==> config.mk <==
export PLATFORM = sky130hd
export DESIGN_NAME = uart_tx_serializer
export DESIGN_NICKNAME = d
export VERILOG_FILES = /design/src/rtl/uart_tx_serializer.sv
export SDC_FILE = /design/constraint.sdc
export NUM_CORES = 1
export LEC_CHECK = 0
export ABC_AREA = 1
export CAP_MARGIN = 20
export CORE_ASPECT_RATIO = 1.2
export CORE_MARGIN = 8
export CORE_UTILIZATION = 49
export CTS_CLUSTER_DIAMETER = 30
export DETAILED_ROUTE_END_ITERATION = 16
export PLACE_DENSITY = 0.86
export SLEW_MARGIN = 40
export SYNTH_ARGS = -nofsm -noshare
export SYNTH_HDL_FRONTEND = slang
export SYNTH_SLANG_ARGS = --single-unit
==> constraint.sdc <==
create_clock -name clock -period 1.42 [get_ports clock]
set_input_delay 0.213 -clock clock [delete_from_list [all_inputs] [get_ports clock]]
set_output_delay 0.213 -clock clock [all_outputs]
set_load 0.02 [all_outputs]
==> src/rtl/uart_tx_serializer.sv <==
// UART transmit serializer: consumes a square-wave baud input, frames bytes as
// start/data(LSB first)/optional parity/stop, with a one-entry holding register.
module uart_tx_serializer #(
   parameter int DATA_BITS = 8,
   parameter int PARITY    = 0,
   parameter int STOP_BITS = 1
) (
   input  logic                 clock,
   input  logic                 reset_n,
   input  logic                 baud_i,
   input  logic [DATA_BITS-1:0] data_i,
   input  logic                 valid_i,
   output logic                 ready_o,
   output logic                 tx_o,
   output logic                 busy_o
);

   localparam int CW = $clog2(DATA_BITS + 1);
   localparam logic [CW-1:0] LAST_DATA = CW'(DATA_BITS - 1);
   localparam logic [CW-1:0] LAST_STOP = CW'(STOP_BITS - 1);

   typedef enum logic [2:0] {
      IDLE,
      START,
      DATA,
      PAR,
      STOP
   } state_t;

   state_t               state_reg, state_next;
   logic                 baud_q_reg;
   logic [DATA_BITS-1:0] hold_reg, hold_next;
   logic                 hold_full_reg, hold_full_next;
   logic [DATA_BITS-1:0] shift_reg, shift_next;
   logic                 par_reg, par_next;
   logic [CW-1:0]        cnt_reg, cnt_next;
   logic                 tx_reg, tx_next;
   logic                 tick;
   logic                 load;

   assign tick    = baud_i & ~baud_q_reg;
   assign ready_o = ~hold_full_reg;
   assign tx_o    = tx_reg;
   assign busy_o  = (state_reg != IDLE) | hold_full_reg;

   always_ff @(posedge clock or negedge reset_n) begin
      if (!reset_n) begin
         state_reg     <= IDLE;
         baud_q_reg    <= 1'b1;
         hold_reg      <= '0;
         hold_full_reg <= 1'b0;
         shift_reg     <= '0;
         par_reg       <= 1'b0;
         cnt_reg       <= '0;
         tx_reg        <= 1'b1;
      end else begin
         state_reg     <= state_next;
         baud_q_reg    <= baud_i;
         hold_reg      <= hold_next;
         hold_full_reg <= hold_full_next;
         shift_reg     <= shift_next;
         par_reg       <= par_next;
         cnt_reg       <= cnt_next;
         tx_reg        <= tx_next;
      end
   end

   always_comb begin
      state_next     = state_reg;
      hold_next      = hold_reg;
      hold_full_next = hold_full_reg;
      shift_next     = shift_reg;
      par_next       = par_reg;
      cnt_next       = cnt_reg;
      tx_next        = tx_reg;
      load           = 1'b0;

      // Accept only into an empty hold; a full hold is only drained on a tick,
      // so the two never happen in the same cycle.
      if (valid_i && !hold_full_reg) begin
         hold_next      = data_i;
         hold_full_next = 1'b1;
      end

      if (tick) begin
         case (state_reg)
            IDLE: begin
               load = hold_full_reg;
            end
            START: begin
               tx_next    = shift_reg[0];
               shift_next = shift_reg >> 1;
               cnt_next   = '0;
               state_next = DATA;
            end
            DATA: begin
               if (cnt_reg == LAST_DATA) begin
                  if (PARITY != 0) begin
                     tx_next    = par_reg;
                     state_next = PAR;
                  end else begin
                     tx_next    = 1'b1;
                     cnt_next   = '0;
                     state_next = STOP;
                  end
               end else begin
                  tx_next    = shift_reg[0];
                  shift_next = shift_reg >> 1;
                  cnt_next   = cnt_reg + CW'(1);
               end
            end
            PAR: begin
               tx_next    = 1'b1;
               cnt_next   = '0;
               state_next = STOP;
            end
            STOP: begin
               if (cnt_reg == LAST_STOP) begin
                  if (hold_full_reg) begin
                     load = 1'b1;
                  end else begin
                     state_next = IDLE;
                  end
               end else begin
                  cnt_next = cnt_reg + CW'(1);
               end
            end
            default: begin
               tx_next    = 1'b1;
               state_next = IDLE;
            end
         endcase
      end

      // Parity is taken from the byte being framed, captured as it leaves hold.
      if (load) begin
         shift_next     = hold_reg;
         par_next       = (PARITY == 2) ? ^hold_reg : ~^hold_reg;
         hold_full_next = 1'b0;
         tx_next        = 1'b0;
         state_next     = START;
      end
   end

endmodule
# == Yosys cells after proc, flatten, opt, wreduce, memory -nomap -nowiden ==
# Index checks and enable logic that the tools add are counted.
# op_classes
add_sub_neg,1
n_eq_ne,12
n_mux,23
n_bitwise,4
reduce_logical,15
# ops
cell,n
8-bit two-way mux,3
8-bit one-hot mux with 2 select lines,1
3-bit two-way mux,5
3-bit one-hot mux with 5 select lines,1
"3-bit != test, second input constant",4
4-bit one-hot mux with 3 select lines,1
3-bit nonzero test,3
1-bit two-way mux,8
4-bit two-way mux,2
"3-bit by 2-bit equality test with 1-bit output, second input constant",2
3-bit AND reduction,2
5-bit AND reduction,1
"4-bit by 1-bit adder with 4-bit output, second input constant",1
"4-bit by 3-bit equality test with 1-bit output, second input constant",1
4-bit zero test,1
"2-bit != test, second input constant",2
2-bit nonzero test,2
2-bit OR reduction,2
"3-bit by 1-bit equality test with 1-bit output, second input constant",1
"3-bit equality test, second input constant",1
3-bit zero test,1
1-bit one-hot mux with 3 select lines,1
"2-bit by 1-bit != test with 1-bit output, second input constant",1
1-bit NOT,2
other kinds (6),6
# totals
reg_bits,26

# == Logic depth before layout (Yosys ltp) ==
# Gate-level depths: netlist of the first run.
# depth
word_depth,6
mapped_depth,10
mapped_depth_nobuf,9

# == Least setup slack after synthesis of the first run ==
# Ideal clock, no wire load.
# synth_timing
path_kind,flip-flop to flip-flop
startpoint,register cnt_reg[0]
endpoint,register shift_reg[2]
setup_time_ns,0.116
arrival_time_ns,1.250
setup_slack_ns,0.054
stages_incl_launch_ff,11
n_path_buf,1
synth_period_minus_slack_ns,1.366
cell_sequence,dfrtp_1 -> inv_1 -> ha_1 -> nand3_1 -> nand2_2 -> nand2_4 -> buf_6 -> nand2_1 -> nand2_1 -> nand2_1 -> nand2_1
# synth_between
elab_chain_len,6
elab_cells_between_ends,10
# synth_rtl
item,line,rtl
"start, declared",36,"logic [CW-1:0] cnt_reg, cnt_next;"
"start signal, assigned",63,cnt_reg <= cnt_next;
4-bit zero test,118,if (cnt_reg == LAST_STOP) begin
1-bit two-way mux,118,
1-bit one-hot mux with 2 select lines,86,case (state_reg)
1-bit two-way mux,85,if (tick) begin
3-bit != test (no line) (tied with other cells),-,
3-bit AND reduction (no line),-,
"end signal, assigned",61,shift_reg <= shift_next;
"end, declared",34,"logic [DATA_BITS-1:0] shift_reg, shift_next;"
# Several ways; a longest one is shown, not always the timed one.
# A chain may end at the register's enable or synchronous reset.

# == Worst setup path after layout of the first run ==
# layout_timing
startpoint,register cnt_reg[1]
endpoint,register shift_reg[0]
# Same word-level chain as after synthesis.

==> results of run 1 <==
==> per-layer routing <==
layer	wire length, um	part of all wire [%]	GRT usage (%)
met5	0	0	0
met4	122	3.0	6.70
met3	100	2.5	0.610
met2	2270	57	27.5
met1	1520	38	16.0
==> synth_stat cells (all sizes together) <==
library cell,instances,area share [%]
nand2,77,22
o21ai,3,1.1
dfstp,2,3.9
dfrtp,24,45
inv,16,4.5
nand3,16,5.9
a21oi,5,2.7
xor2,1,0.65
xnor2,1,0.65
nand4,2,0.93
mux2,8,6.7
ha,2,1.9
a31oi,1,0.46
buf,1,0.84
nor2,6,2.8
==> worst max path at each step <==
stage,slack [ps],cells past startpoint,endpoint,startpoint
floorplan,50,10,shift_reg[2],cnt_reg[0]
global placement,-110,7,state_reg[0],baud_i
detailed placement,-170,8,shift_reg[2],baud_i
CTS,-50,3,busy_o,state_reg[1]
global route,-90,10,shift_reg[0],cnt_reg[1]
finish,-50,10,shift_reg[0],cnt_reg[1]
==> worst max-delay path, stage by stage, from the launching register on <==
cell and delay [ps]:
sky130_fd_sc_hd__dfrtp_2 480, sky130_fd_sc_hd__inv_2 90, sky130_fd_sc_hd__ha_4 140, sky130_fd_sc_hd__nand3_4 100
sky130_fd_sc_hd__nand2_4 100, sky130_fd_sc_hd__nand2_4 70, sky130_fd_sc_hd__buf_6 140, sky130_fd_sc_hd__nand2_2 50
sky130_fd_sc_hd__nand2_1 60, sky130_fd_sc_hd__nand2_1 80, sky130_fd_sc_hd__nand2_1 50
==> timing repair <==
action / in CTS / in global routing
pin swaps: 3 / 16
setup buffers: 2 / 1
hold buffers: 0 / 0
endpoints found under the hold margin: 0 / 0
gates resized for setup: 22 / 40
setup endpoints to repair: 15 / 19
==> kinds of logic (layout without fill, tap and decap cells) <==
group	count (synthesis)	after routing	synth area share, %
and+or+nand+nor	101	101	32.1
AOI/OAI and AO/OA	9	9	4.28
muxes	8	8	6.69
xor gates and xnor gates	2	2	1.30
adders and majority gates	2	2	1.86
DFF	26	26	48.5
buffers and inverters	17	56	5.30
==> through the flow <==
stage	util [%]	TNS [ps]	area, sq um
2_1_floorplan	-	0	1350
3_3_place_gp	61.8	-1050	1670
3_5_place_dp	61.8	-2000	1670
4_1_cts	66.1	-54.1	1790
5_1_grt	69.9	-1070	1890
6_report	69.9	-255	1890
==> final cells by class <==
cell class	count	share of cell area, %
Multi-Input combinational cell	122	40.1
Sequential cell	26	34.6
Timing Repair Buffer	36	16.9
Inverter	16	3.31
Tap cell	34	2.25
Clock inverter	1	1.59
Clock buffer	3	1.19
==> power by group <==
part	total, mW	switching [mW]	internal, mW	leakage (nW)
logic	2.03	1.16	0.863	0.615
registers	1.30	0.238	1.06	0.322
clock network	0.513	0.228	0.285	0.0279
==> impl_results.html, run 1 <==
<table>
<tr><th>Metric</th><th>Value</th></tr>
<tr><th colspan="2">Timing</th></tr>
<tr><td>Tightest Pin Transition</td><td>322 ps</td></tr>
<tr><td>Endpoints failing setup</td><td>11</td></tr>
<tr><td>Final worst clock skew</td><td>10.0 ps</td></tr>
<tr><td>Post-route minimum period</td><td>1470 ps</td></tr>
<tr><td>Fmax</td><td>679 MHz</td></tr>
<tr><td>Max-Slew Margin vs Limit</td><td>78.6%</td></tr>
<tr><td>Setup repair after global routing missed its margin</td><td>true</td></tr>
<tr><td>Final hold violation count</td><td>0</td></tr>
<tr><td>Portion of the clock cycle consumed by the worst path in the final layout</td><td>104%</td></tr>
<tr><td>Setup slack after layout</td><td>-51.9 ps</td></tr>
<tr><td>Max-slew violation total from the final report</td><td>0</td></tr>
<tr><td>Tightest hold margin</td><td>217 ps</td></tr>
<tr><th colspan="2">CTS</th></tr>
<tr><td>Clock transition at path regs</td><td>150 ps</td></tr>
<tr><td>Clock buffer count from CTS</td><td>3</td></tr>
<tr><td>Sink Count</td><td>26</td></tr>
<tr><td>Clock tree from TritonCTS</td><td>done</td></tr>
<tr><td>H-tree depth</td><td>1</td></tr>
<tr><td>Insertion delay to the later sink of the worst-skew pair</td><td>330 ps</td></tr>
<tr><td>Clock tree root driver cell</td><td>sky130_fd_sc_hd__clkbuf_4</td></tr>
<tr><td>Maximum buffer depth of the clock tree</td><td>2</td></tr>
<tr><th colspan="2">Detailed routing</th></tr>
<tr><td>DR WL/cell</td><td>16.9 um</td></tr>
<tr><td>Via Count</td><td>1312</td></tr>
<tr><td>First-pass iteration count of the detailed router</td><td>4</td></tr>
<tr><td>Antenna-violating nets left</td><td>0</td></tr>
<tr><td>Drc violations</td><td>0</td></tr>
<tr><td>Wire length after detailed routing</td><td>4020 um</td></tr>
<tr><td>DRT iter0 DRCs</td><td>45</td></tr>
<tr><td>Routed vias/inst</td><td>5.51</td></tr>
<tr><th colspan="2">Global route</th></tr>
<tr><td>First-pass GRT wire length</td><td>5560 um</td></tr>
<tr><td>Initial antenna violation count</td><td>0</td></tr>
<tr><td>Congestion Overflow GR</td><td>0</td></tr>
<tr><td>Pin count of the biggest net entering global routing</td><td>27</td></tr>
<tr><td>Total routing usage reported by global routing</td><td>14.4%</td></tr>
<tr><td>Vias in the first global route</td><td>1276</td></tr>
<tr><th colspan="2">Logic synthesis</th></tr>
<tr><td>Yosys warning count</td><td>0</td></tr>
<tr><td>Synthesis-stage register bit count</td><td>26</td></tr>
<tr><td>Synth Area per Inst</td><td>8.16 sq um</td></tr>
<tr><td>Net count of the mapped netlist</td><td>179</td></tr>
<tr><td>Number of instances in the synthesized netlist</td><td>165</td></tr>
<tr><td>Synth Cell Area</td><td>1350 sq um</td></tr>
<tr><td>Share of the yosys chip area belonging to registers</td><td>48.5%</td></tr>
<tr><td>Number of distinct library cells after synthesis</td><td>19</td></tr>
<tr><th colspan="2">Setup path</th></tr>
<tr><td>CP Capture Type</td><td>register</td></tr>
<tr><td>Setup crit start kind</td><td>register</td></tr>
<tr><td>Endpoint of the worst-slack reg-to-reg timing path</td><td>shift_reg[0]</td></tr>
<tr><td>Type of the setup path with the least slack</td><td>reg -&gt; reg</td></tr>
<tr><td>CP max FO</td><td>7</td></tr>
<tr><td>Critical path arrival</td><td>1700 ps</td></tr>
<tr><td>Reg-to-reg startpoint</td><td>cnt_reg[1]</td></tr>
<tr><td>Worst-case reg-to-reg path depth</td><td>10</td></tr>
<tr><td>Slack of the worst reg-to-reg path</td><td>-50 ps</td></tr>
<tr><td>Req. time, crit path</td><td>1650 ps</td></tr>
<tr><th colspan="2">Floorplan</th></tr>
<tr><td>I/O pins</td><td>15</td></tr>
<tr><td>Die H</td><td>73.4 um</td></tr>
<tr><td>Area enclosed by the die boundary</td><td>4690 sq um</td></tr>
<tr><td>Horizontal die dimension</td><td>63.9 um</td></tr>
<tr><td># rows</td><td>21</td></tr>
<tr><td>Starting density of the core</td><td>49.7%</td></tr>
<tr><td>Area of the core</td><td>2710 sq um</td></tr>
<tr><th colspan="2">Pwr</th></tr>
<tr><td>Total leakage power</td><td>0.965 nW</td></tr>
<tr><td>Largest vdd supply drop</td><td>1.70 mV</td></tr>
<tr><td>Pwr Total</td><td>3.84 mW</td></tr>
<tr><td>Pwr Density</td><td>2030 nW/um^2</td></tr>
<tr><th colspan="2">Layout</th></tr>
<tr><td>Cell Count, Final, Fillers Out</td><td>238</td></tr>
<tr><td>Leading cell type in the layout, fill and taps excluded</td><td>sky130_fd_sc_hd__nand2_1</td></tr>
<tr><td>Number of nets in the finished design</td><td>219</td></tr>
<tr><td>Highest-count cells in the layout ignoring fill and taps</td><td>sky130_fd_sc_hd__nand2_1, sky130_fd_sc_hd__dfrtp_1, sky130_fd_sc_hd__buf_4</td></tr>
<tr><td>Final antenna diode count</td><td>0</td></tr>
<tr><td>Number of fillers in the final layout</td><td>189</td></tr>
<tr><td>Combined area of the multi-input logic cells</td><td>759 sq um</td></tr>
<tr><td>Register Area</td><td>654 sq um</td></tr>
<tr><td>Fraction of final layout cells sized beyond drive strength 1</td><td>39.7%</td></tr>
<tr><td>Signed area change from the synthesized netlist to the final layout</td><td>40.5%</td></tr>
<tr><th colspan="2">Run status</th></tr>
<tr><td>Result of the run</td><td>finished, violations left</td></tr>
<tr><td>Failing checks</td><td>negative setup slack</td></tr>
<tr><th colspan="2">Place</th></tr>
<tr><td>Dpl ws</td><td>-169 ps</td></tr>
<tr><td>Routability congestion estimate</td><td>0.762</td></tr>
<tr><td>Placed cells</td><td>231</td></tr>
<tr><td>Port buffer count</td><td>14</td></tr>
<tr><td>Dpl hpwl</td><td>2190 um</td></tr>
<tr><th colspan="2">Min path</th></tr>
<tr><td>Classification of the worst-slack hold path</td><td>in -&gt; async</td></tr>
<tr><th colspan="2">Run</th></tr>
<tr><td>Reported max-cap violation count</td><td>0</td></tr>
</table>
No activity file was read; power rests on OpenSTA's default activity.
==> run 2, diff against run 1 <==
--- a/config.mk
+++ b/config.mk
@@ -6,13 +6,12 @@
 export NUM_CORES = 1
 export LEC_CHECK = 0
 export ABC_AREA = 1
-export CAP_MARGIN = 20
 export CORE_ASPECT_RATIO = 1.2
 export CORE_MARGIN = 8
-export CORE_UTILIZATION = 49
+export CORE_UTILIZATION = 54
 export CTS_CLUSTER_DIAMETER = 30
 export DETAILED_ROUTE_END_ITERATION = 16
-export PLACE_DENSITY = 0.86
+export PLACE_DENSITY = 0.89
 export SLEW_MARGIN = 40
 export SYNTH_ARGS = -nofsm -noshare
 export SYNTH_HDL_FRONTEND = slang
==> constraint.sdc (replaced) <==
create_clock -name clock -period 1.4 [get_ports clock]
set_input_delay 0.21 -clock clock [delete_from_list [all_inputs] [get_ports clock]]
set_output_delay 0.21 -clock clock [all_outputs]
set_load 0.02 [all_outputs]
==> impl_results.html, run 2 (synthesized netlist as in run 1, its figures left out) <==
<table>
<tr><th>Metric</th><th>Value</th></tr>
<tr><th colspan="2">Timing</th></tr>
<tr><td>Tightest Pin Transition</td><td>328 ps (+6.69 ps)</td></tr>
<tr><td>Max-Slew Margin vs Limit</td><td>78.1% (-0.45 points)</td></tr>
<tr><td>Fmax</td><td>697 MHz (+2.6%)</td></tr>
<tr><td>Final hold violation count</td><td>0 (unchanged)</td></tr>
<tr><td>Post-route minimum period</td><td>1440 ps (-36.8 ps)</td></tr>
<tr><td>Endpoints failing setup</td><td>7 (-4)</td></tr>
<tr><td>Setup repair after global routing missed its margin</td><td>true</td></tr>
<tr><td>Setup slack after layout</td><td>-35.1 ps (+16.8 ps)</td></tr>
<tr><td>Portion of the clock cycle consumed by the worst path in the final layout</td><td>103% (-1.1 points)</td></tr>
<tr><td>Final total negative setup slack</td><td>-52.4 ps (+203 ps)</td></tr>
<tr><td>Tightest hold margin</td><td>230 ps (+12.8 ps)</td></tr>
<tr><td>Final worst clock skew</td><td>12.6 ps (+2.52 ps)</td></tr>
<tr><td>Max-slew violation total from the final report</td><td>0 (unchanged)</td></tr>
<tr><th colspan="2">CTS</th></tr>
<tr><td>Clock tree root driver cell</td><td>sky130_fd_sc_hd__clkbuf_4</td></tr>
<tr><td>Sink Count</td><td>26 (unchanged)</td></tr>
<tr><td>Insertion delay to the later sink of the worst-skew pair</td><td>320 ps (about the same)</td></tr>
<tr><td>Post-CTS Hold Fix Bufs</td><td>0 (unchanged)</td></tr>
<tr><td>Clock buffer count from CTS</td><td>3 (unchanged)</td></tr>
<tr><td>Clock transition at path regs</td><td>140 ps (about the same)</td></tr>
<tr><td>Maximum buffer depth of the clock tree</td><td>2 (unchanged)</td></tr>
<tr><td>Clock tree from TritonCTS</td><td>done</td></tr>
<tr><td>H-tree depth</td><td>1 (unchanged)</td></tr>
<tr><th colspan="2">Layout</th></tr>
<tr><td>Signed area change from the synthesized netlist to the final layout</td><td>40.8%</td></tr>
<tr><td>Final antenna diode count</td><td>0 (unchanged)</td></tr>
<tr><td>Final Instance Area</td><td>1900 sq um (+0.20%)</td></tr>
<tr><td>Final core utilization</td><td>77.3% (+7.4 points)</td></tr>
<tr><td>Fraction of final layout cells sized beyond drive strength 1</td><td>40.4% (+0.68 points)</td></tr>
<tr><td>Number of nets in the finished design</td><td>224 (+2.3%)</td></tr>
<tr><td>Cell Count, Final, Fillers Out</td><td>241 (+1.3%)</td></tr>
<tr><td>Leading cell type in the layout, fill and taps excluded</td><td>sky130_fd_sc_hd__nand2_1</td></tr>
<tr><td>Highest-count cells in the layout ignoring fill and taps</td><td>sky130_fd_sc_hd__nand2_1, sky130_fd_sc_hd__dfrtp_1, sky130_fd_sc_hd__buf_4</td></tr>
<tr><th colspan="2">Run status</th></tr>
<tr><td>Failing checks</td><td>negative setup slack</td></tr>
<tr><td>Result of the run</td><td>finished, violations left</td></tr>
<tr><th colspan="2">Global route</th></tr>
<tr><td>First-pass GRT wire length</td><td>5860 um (+5.3%)</td></tr>
<tr><td>Pin count of the biggest net entering global routing</td><td>27 (unchanged)</td></tr>
<tr><td>Vias in the first global route</td><td>1371 (+7.4%)</td></tr>
<tr><td>Congestion Overflow GR</td><td>0 (unchanged)</td></tr>
<tr><td>Initial antenna violation count</td><td>0 (unchanged)</td></tr>
<tr><td>Total routing usage reported by global routing</td><td>16.9% (+2.5 points)</td></tr>
<tr><th colspan="2">Detailed routing</th></tr>
<tr><td>Routed vias/inst</td><td>5.18 (-6.0%)</td></tr>
<tr><td>First-pass iteration count of the detailed router</td><td>4 (unchanged)</td></tr>
<tr><td>DRT iter0 DRCs</td><td>69 (+53%)</td></tr>
<tr><td>Via Count</td><td>1249 (-4.8%)</td></tr>
<tr><td>Wire length after detailed routing</td><td>3550 um (-12%)</td></tr>
<tr><td>DR WL/cell</td><td>14.7 um (-13%)</td></tr>
<tr><td>Drc violations</td><td>0 (unchanged)</td></tr>
<tr><td>Antenna-violating nets left</td><td>0 (unchanged)</td></tr>
<tr><th colspan="2">Setup path</th></tr>
<tr><td>Crit path max-delay cell type</td><td>sky130_fd_sc_hd__dfrtp_1</td></tr>
<tr><td>Critical path arrival</td><td>1650 ps (-50 ps)</td></tr>
<tr><td>Setup crit start kind</td><td>register</td></tr>
<tr><td>Most repeated library cell on the critical path</td><td>sky130_fd_sc_hd__buf_4</td></tr>
<tr><td>Req. time, crit path</td><td>1610 ps (-40 ps)</td></tr>
<tr><td>CP max FO</td><td>4 (-3)</td></tr>
<tr><td>Delay of the slowest critical-path stage</td><td>440 ps (-40 ps)</td></tr>
<tr><td>CP Capture Type</td><td>register</td></tr>
<tr><td>Cell Chain, Critical Path</td><td>inv_2 &gt; buf_4 &gt; buf_6 &gt; buf_4 &gt; buf_4 &gt; buf_4 &gt; buf_4 &gt; nand2_2 &gt; o21ai_1</td></tr>
<tr><td>Type of the setup path with the least slack</td><td>reg -&gt; reg</td></tr>
<tr><th colspan="2">Floorplan</th></tr>
<tr><td># rows</td><td>20 (-4.8%)</td></tr>
<tr><td>Die H</td><td>70.7 um (-3.7%)</td></tr>
<tr><td>Starting density of the core</td><td>54.9% (+5.2 points)</td></tr>
<tr><td>Horizontal die dimension</td><td>61.6 um (-3.6%)</td></tr>
<tr><td>Area of the core</td><td>2450 sq um (-9.4%)</td></tr>
<tr><td>Area enclosed by the die boundary</td><td>4350 sq um (-7.1%)</td></tr>
<tr><td>I/O pins</td><td>15 (unchanged)</td></tr>
<tr><th colspan="2">Place</th></tr>
<tr><td>Dpl hpwl</td><td>2390 um (+9.2%)</td></tr>
<tr><td>Dpl ws</td><td>-218 ps (-49.2 ps)</td></tr>
<tr><td>Port buffer count</td><td>14 (unchanged)</td></tr>
<tr><td>Routability congestion estimate</td><td>0.918 (+20%)</td></tr>
<tr><td>Cell Area, Placed</td><td>1650 sq um (-1.3%)</td></tr>
<tr><td>Placed cells</td><td>229 (-0.87%)</td></tr>
<tr><th colspan="2">Pwr</th></tr>
<tr><td>Pwr Total</td><td>3.72 mW (-3.0%)</td></tr>
<tr><td>Total leakage power</td><td>0.963 nW (-0.17%)</td></tr>
<tr><td>Pwr Density</td><td>1960 nW/um^2 (-3.2%)</td></tr>
<tr><td>Largest vdd supply drop</td><td>1.21 mV (-28%)</td></tr>
<tr><th colspan="2">Min path</th></tr>
<tr><td>Classification of the worst-slack hold path</td><td>in -&gt; async</td></tr>
<tr><th colspan="2">Run</th></tr>
<tr><td>Reported max-cap violation count</td><td>0 (unchanged)</td></tr>
</table>
-- run 2: changes by cell type in the layout (fill, tap and decap cells not counted), sizes merged --
| cell | change |
|---|---|
| buf | +5 |
| bufinv | -1 |
-- run 2: cell type report --
cell class,instances,area [sq um]
Timing Repair Buffer,41,353
Tap cell,33,41.3
Multi-Input combinational cell,122,762
Sequential cell,26,654
Inverter,16,62.6
Clock buffer,3,22.5
Fill cell,169,557
-- run 2: worst paths after layout --
| check | start | endpoint | slack, ps | cells past startpoint |
|---|---|---|---|---|
| min in group clock | baud_i | baud_q_reg | 310 | 1 |
| max reg2reg | cnt_reg[0] | cnt_reg[0] | -40 | 9 |
| min reg2reg | tx_o | tx_o | 500 | 2 |
| max | cnt_reg[0] | cnt_reg[0] | -40 | 9 |
| max in group asynchronous | reset_n | tx_o | 860 | 2 |
| min | reset_n | state_reg[1] | 230 | 2 |
-- run 2: what timing repair did --
item	CTS	global route
pin swaps	11	12
setup buffers	6	4
resized for setup	25	39
setup endpoints to repair	16	27
-- run 2: per-layer routing --
| layer | up-vias | wire, um | global-route usage (%) |
|---|---|---|---|
| met2 | 37 | 2010 | 30.8 |
| met1 | 596 | 1350 | 18.8 |
| li1 | 607 | - | - |
| met4 | 0 | 50 | 5.58 |
| met3 | 9 | 142 | 2.18 |
| met5 | - | 0 | 0 |
-- run 2: critical path: cells and delay by family (launching register included) --
kind | cells | cell delay, ps
and+or+nand+nor | 1 | 50
AOI/OAI and AO/OA | 1 | 60
buffers and inverters | 7 | 790
DFF | 1 | 440
-- run 2: where the power goes --
| part | internal (mW) | switching (mW) | total [mW] | leakage, nW |
|---|---|---|---|---|
| combinational | 0.945 | 1.15 | 2.10 | 0.627 |
| clock | 0.101 | 0.215 | 0.316 | 0.0138 |
| sequential | 1.08 | 0.230 | 1.31 | 0.322 |
| total | 2.12 | 1.60 | 3.72 | 0.963 |
